File: config.mk
export PLATFORM = sky130hd
export DESIGN_NAME = writeback_regfile
export DESIGN_NICKNAME = d
export VERILOG_FILES = /design/src/rtl/writeback_regfile.sv
export SDC_FILE = /design/constraint.sdc
export NUM_CORES = 2
export LEC_CHECK = 0
export ABC_AREA = 1
export BUFFER_PORTS_ARGS = -buffer_cell sky130_fd_sc_hd__clkbuf_2
export CAP_MARGIN = 20
export CORE_MARGIN = 2
export CORE_UTILIZATION = 40
export CTS_CLUSTER_DIAMETER = 120
export DETAILED_ROUTE_END_ITERATION = 8
export PLACE_DENSITY = 0.66
export SYNTH_ARGS = -nofsm -noshare
export SYNTH_HDL_FRONTEND = slang
export SYNTH_SLANG_ARGS = --single-unit
File: constraint.sdc
create_clock -name clock -period 3.7 [get_ports clock]
set_clock_uncertainty 0.15 [all_clocks]
set_input_delay 0 -clock clock [delete_from_list [all_inputs] [get_ports clock]]
set_output_delay 0 -clock clock [all_outputs]
set_load 0.03 [all_outputs]
File: src/rtl/writeback_regfile.sv
// Writeback-stage consumer: picks the result, commits it to the 32-entry GPR file,
// serves two bypassed decode read ports and counts committed writes.
module writeback_regfile #(
  parameter int DATA_WIDTH  = 32,
  parameter int ADDR_WIDTH  = 5,
  parameter int COUNT_WIDTH = 32
) (
  input  logic                   clock,
  input  logic                   reset,
  input  logic                   RegWriteW,
  input  logic                   MemtoRegW,
  input  logic [DATA_WIDTH-1:0]  ReadDataW,
  input  logic [DATA_WIDTH-1:0]  ALUOutW,
  input  logic [ADDR_WIDTH-1:0]  WriteRegW,
  input  logic [ADDR_WIDTH-1:0]  A1,
  input  logic [ADDR_WIDTH-1:0]  A2,
  output logic [DATA_WIDTH-1:0]  RD1,
  output logic [DATA_WIDTH-1:0]  RD2,
  output logic [DATA_WIDTH-1:0]  ResultW,
  output logic [COUNT_WIDTH-1:0] WriteCount
);

  localparam int DEPTH = 2 ** ADDR_WIDTH;

  logic [DATA_WIDTH-1:0]  regs [DEPTH];
  logic [COUNT_WIDTH-1:0] count;
  logic                   we_eff;

  // r0 is never a real destination, so writes to it are neither stored nor counted
  assign we_eff  = RegWriteW && (WriteRegW != '0);
  assign ResultW = MemtoRegW ? ReadDataW : ALUOutW;

  function automatic logic [DATA_WIDTH-1:0] read_port(
    input logic [ADDR_WIDTH-1:0] addr,
    input logic [DATA_WIDTH-1:0] stored,
    input logic                  wr,
    input logic [ADDR_WIDTH-1:0] wr_addr,
    input logic [DATA_WIDTH-1:0] wr_data
  );
    logic [DATA_WIDTH-1:0] value;
    if (addr == '0)
      value = '0;
    else if (wr && (wr_addr == addr))
      value = wr_data;
    else
      value = stored;
    return value;
  endfunction

  // Bypass deliberately ignores reset: decode sees the in-flight value even on a reset edge
  assign RD1 = read_port(A1, regs[A1], we_eff, WriteRegW, ResultW);
  assign RD2 = read_port(A2, regs[A2], we_eff, WriteRegW, ResultW);

  always_ff @(posedge clock) begin
    if (reset) begin
      for (int i = 0; i < DEPTH; i++)
        regs[i] <= '0;
    end else if (we_eff) begin
      regs[WriteRegW] <= ResultW;
    end
  end

  // Free-running modulo counter of committed writes
  always_ff @(posedge clock) begin
    if (reset)
      count <= '0;
    else if (we_eff)
      count <= count + COUNT_WIDTH'(1);
  end

  assign WriteCount = count;

endmodule

==> results.py <==
metrics = {
    "outcome": {
        "status": "complete, no violations",
    },
    "setup_path": {
        "path_cells": "dlygate4sd3_1 -> clkbuf_2 -> nor3_4 -> nand2_2 -> nand2_4 -> nor3_1 -> nand2_2 -> buf_4 -> nand3_1 -> a21oi_1 -> clkbuf_2",
        "slowest_stage": "dlygate4sd3_1",
        "slowest_delay_ns": 0.56,
        "cp.arrival_ns": 3.14,
        "crit_path_start_kind": "primary input",
        "critical_path_class": "primary input to primary output",
        "worstPathMaxFanout": 21,
        "worst-path-buf-inv": 4,
        "crit_required_ns": 3.55,
        "endpoint_kind": "primary output",
        "crit_family": "simple AND/OR/NAND/NOR gates",
        "r2r_setup_slack_ns": 1.53,
    },
    "synthesis": {
        "synth_warnings": 0,
        "synth_seq_cells": 1056,
        "synth_cell_types": 37,
        "syn_inst": 7255,
        "syn_area_um2": 60300,
        "avgSynthCellArea_um2": 8.31,
        "ys_seq_area_share_pct": 52.0,
    },
    "floorplan": {
        "rows": 142,
        "start_util_pct": 40.3,
        "fp.dieW_um": 392,
        "die_h_um": 392,
        "ios": 211,
        "die-area_um2": 154000,
        "core_area_um2": 150000,
    },
    "place": {
        "dp_hpwl_um": 151000,
        "io_buffers": 210,
        "dp.cells": 9069,
        "place_ws_ns": 0.762,
        "gp_congestion": 0.953,
    },
    "timing": {
        "worst_pin_slew_ns": 1.13,
        "tns_ns": 0,
        "max-slew-margin-rel_pct": 24.4,
        "setup_viol": 0,
        "post-route-period-util_pct": 89.0,
        "hold_viol": 0,
        "clock.fmax_mhz": 304,
        "min_period_ns": 3.29,
        "rsz0062_at_grt": "false",
        "maxSlewViolCount": 0,
        "setup_slack_ns": 0.408,
    },
    "detailed_routing": {
        "vias_per_cell": 6.01,
        "post_drt_wl_per_cell_um": 26.4,
        "dr.pass1.iters": 7,
        "drtIter0Drc": 9736,
        "antenna_left": 0,
        "drt-total-wl_um": 247000,
        "route.detailed.drc": 0,
        "vias": 56300,
    },
    "flow_run": {
        "maxCapViolations": 0,
    },
    "grt": {
        "grt_max_degree": 137,
        "grt_remaining_overflow": 0,
        "grtUsageMet2_pct": 46.2,
        "grt_pass1_vias": 52100,
        "top_usage_layer": "met2",
        "met1_usage_pct": 41.3,
        "grt_pass1_wl_um": 354000,
        "grtUsageMet3_pct": 8.55,
        "grt_usage_pct": 31.4,
        "antenna_found_initial": 13,
    },
    "cts": {
        "post_cts_buffers": 0,
        "cts-root-buf": "clkbuf_16",
        "cts.clk_slew.worst_paths_ns": 0.06,
        "numCtsBuffers": 112,
        "cts_max_level": 3,
        "cts_tree": "yes",
        "clockBufferDepth": 3,
        "clk_latency_ns": 0.72,
        "clock_sinks": 1056,
        "cts_resized": 0,
    },
    "power": {
        "irDropWorstVdd_v": 0.000361,
        "p_leak_nw": 27.8,
        "powerDensity_nw_per_um2": 452,
    },
    "layout": {
        "final_nets": 7329,
        "synthToLayoutAreaGrowth_pct": 12.2,
        "drive_gt1_share_pct": 10.5,
        "final_cells": 9366,
    },
    "hold_path": {
        "min_path_type": "primary input to flop",
    },
}
==> cell families (layout without fill, tap and decap cells) <==
| family | count (synthesis) | count (layout) | synth area share, % |
|---|---|---|---|
| flops | 1056 | 1056 | 52.0 |
| buf+inv | 1352 | 1408 | 9.78 |
| fa+ha+maj | 1 | 1 | 0.0207 |
| other cells | 1 | 40 | 0.00622 |
| xor+xnor | 15 | 15 | 0.218 |
| simple gates | 3442 | 3442 | 24.2 |
| compound gates | 1388 | 1388 | 13.7 |
==> power breakdown <==
group	internal, W	total (W)	switching [W]
Sequential	0.0137	0.0140	0.000261
Combinational	0.00122	0.00487	0.00366
Clock	0.00670	0.0117	0.00504
Total	0.0217	0.0306	0.00896
==> cells in the mapped netlist (all sizes together) <==
library cell  number  area share (%)
nor2            1248             7.8
o211ai           530             6.6
xnor2              7            0.10
dfxtp             32             1.1
nand2           1214             8.0
nor3              31            0.33
ha                 1           0.021
nand3b             7           0.087
edfxtp          1024              51
xor2               8            0.12
or2               45            0.47
clkbuf           248             1.5
buf              407             3.9
o21ai            474             3.9
nor4               2           0.071
a21oi            379             3.1
inv              695             4.3
o21bai             1           0.012
nand3            884             7.4
conb               1          0.0062
nand4             10            0.10
clkinv             2           0.012
and3               1           0.010
a211oi             4           0.050
==> worst register-to-register path, cell delays in order, from the launching register on <==
cell and delay [ns]:
dfxtp_1 0.44, ha_1 0.30, nand3_1 0.12, nor3_1 0.48
nand3_1 0.23, xnor2_1 0.18, nand2_1 0.07, a21oi_1 0.06
==> final timing paths <==
check                                            startpoint  depth (start not counted)                          end
worst min-delay path                          ReadDataW[26]                          6   regs[25][26]$_SDFFCE_PN0P_
worst min register to register  WriteCount[31]$_SDFFE_PP0P_                          2  WriteCount[31]$_SDFFE_PP0P_
worst max register to register   WriteCount[1]$_SDFFE_PP0P_                          7  WriteCount[16]$_SDFFE_PP0P_
worst max-delay path                           WriteRegW[2]                         11                      RD1[24]
==> layout by cell type (no fill, tap or decap), types with 17 or more instances in the layout <==
cell / count
edfxtp_1: 1024
clkinv_2: 28
o21ai_0: 435
nand2_4: 32
clkbuf_1: 17
dfxtp_1: 32
nand2_1: 1147
o21ai_2: 18
nand2_2: 35
buf_12: 37
a21oi_1: 379
o211ai_1: 530
or2_2: 45
clkbuf_2: 198
dlygate4sd3_1: 78
clkbuf_16: 115
nand3_1: 881
conb_1: 32
nor3_1: 23
nor2_1: 1244
inv_1: 677
buf_4: 179
clkinv_1: 29
==> timing repair <==
item,in CTS,in global routing
hold buffers,78,0
hold endpoints to repair,986,0
endpoints found under the setup margin,0,0
==> sequential cells by signal, summed over array words and instances, names as in the netlist <==
signal      cells
WriteCount     32
regs         1024
==> layout make-up <==
cell class | instances | area (µm²)
fill | 14200 | 82100
sequential | 1056 | 31400
multi-input combinational | 4878 | 23500
timing repair buffer | 500 | 3950
clock buffer | 132 | 2940
inverter | 697 | 2640
tap | 2016 | 2520
clock inverter | 79 | 767
antenna | 8 | 20.0
==> metrics by stage <==
step                      power, W  hold slack (ns)  instance area [µm²]  util, %
after global routing        0.0314           0.0485                67700     45.2
final                       0.0306           0.0527                67700     45.2
after CTS                   0.0304           0.0145                67700     45.2
after global placement      0.0188            0.287                63200     42.2
after floorplan             0.0170           0.0683                60400        -
after detailed placement    0.0188            0.291                63200     42.2
==> per-layer routing <==
layer / routed length [µm] / share of wire, %
met1: 90400 / 37
met5: 62 / 0.025
met4: 16300 / 6.6
met3: 34700 / 14
met2: 106000 / 43
No activity file was read; power rests on OpenSTA's default activity.
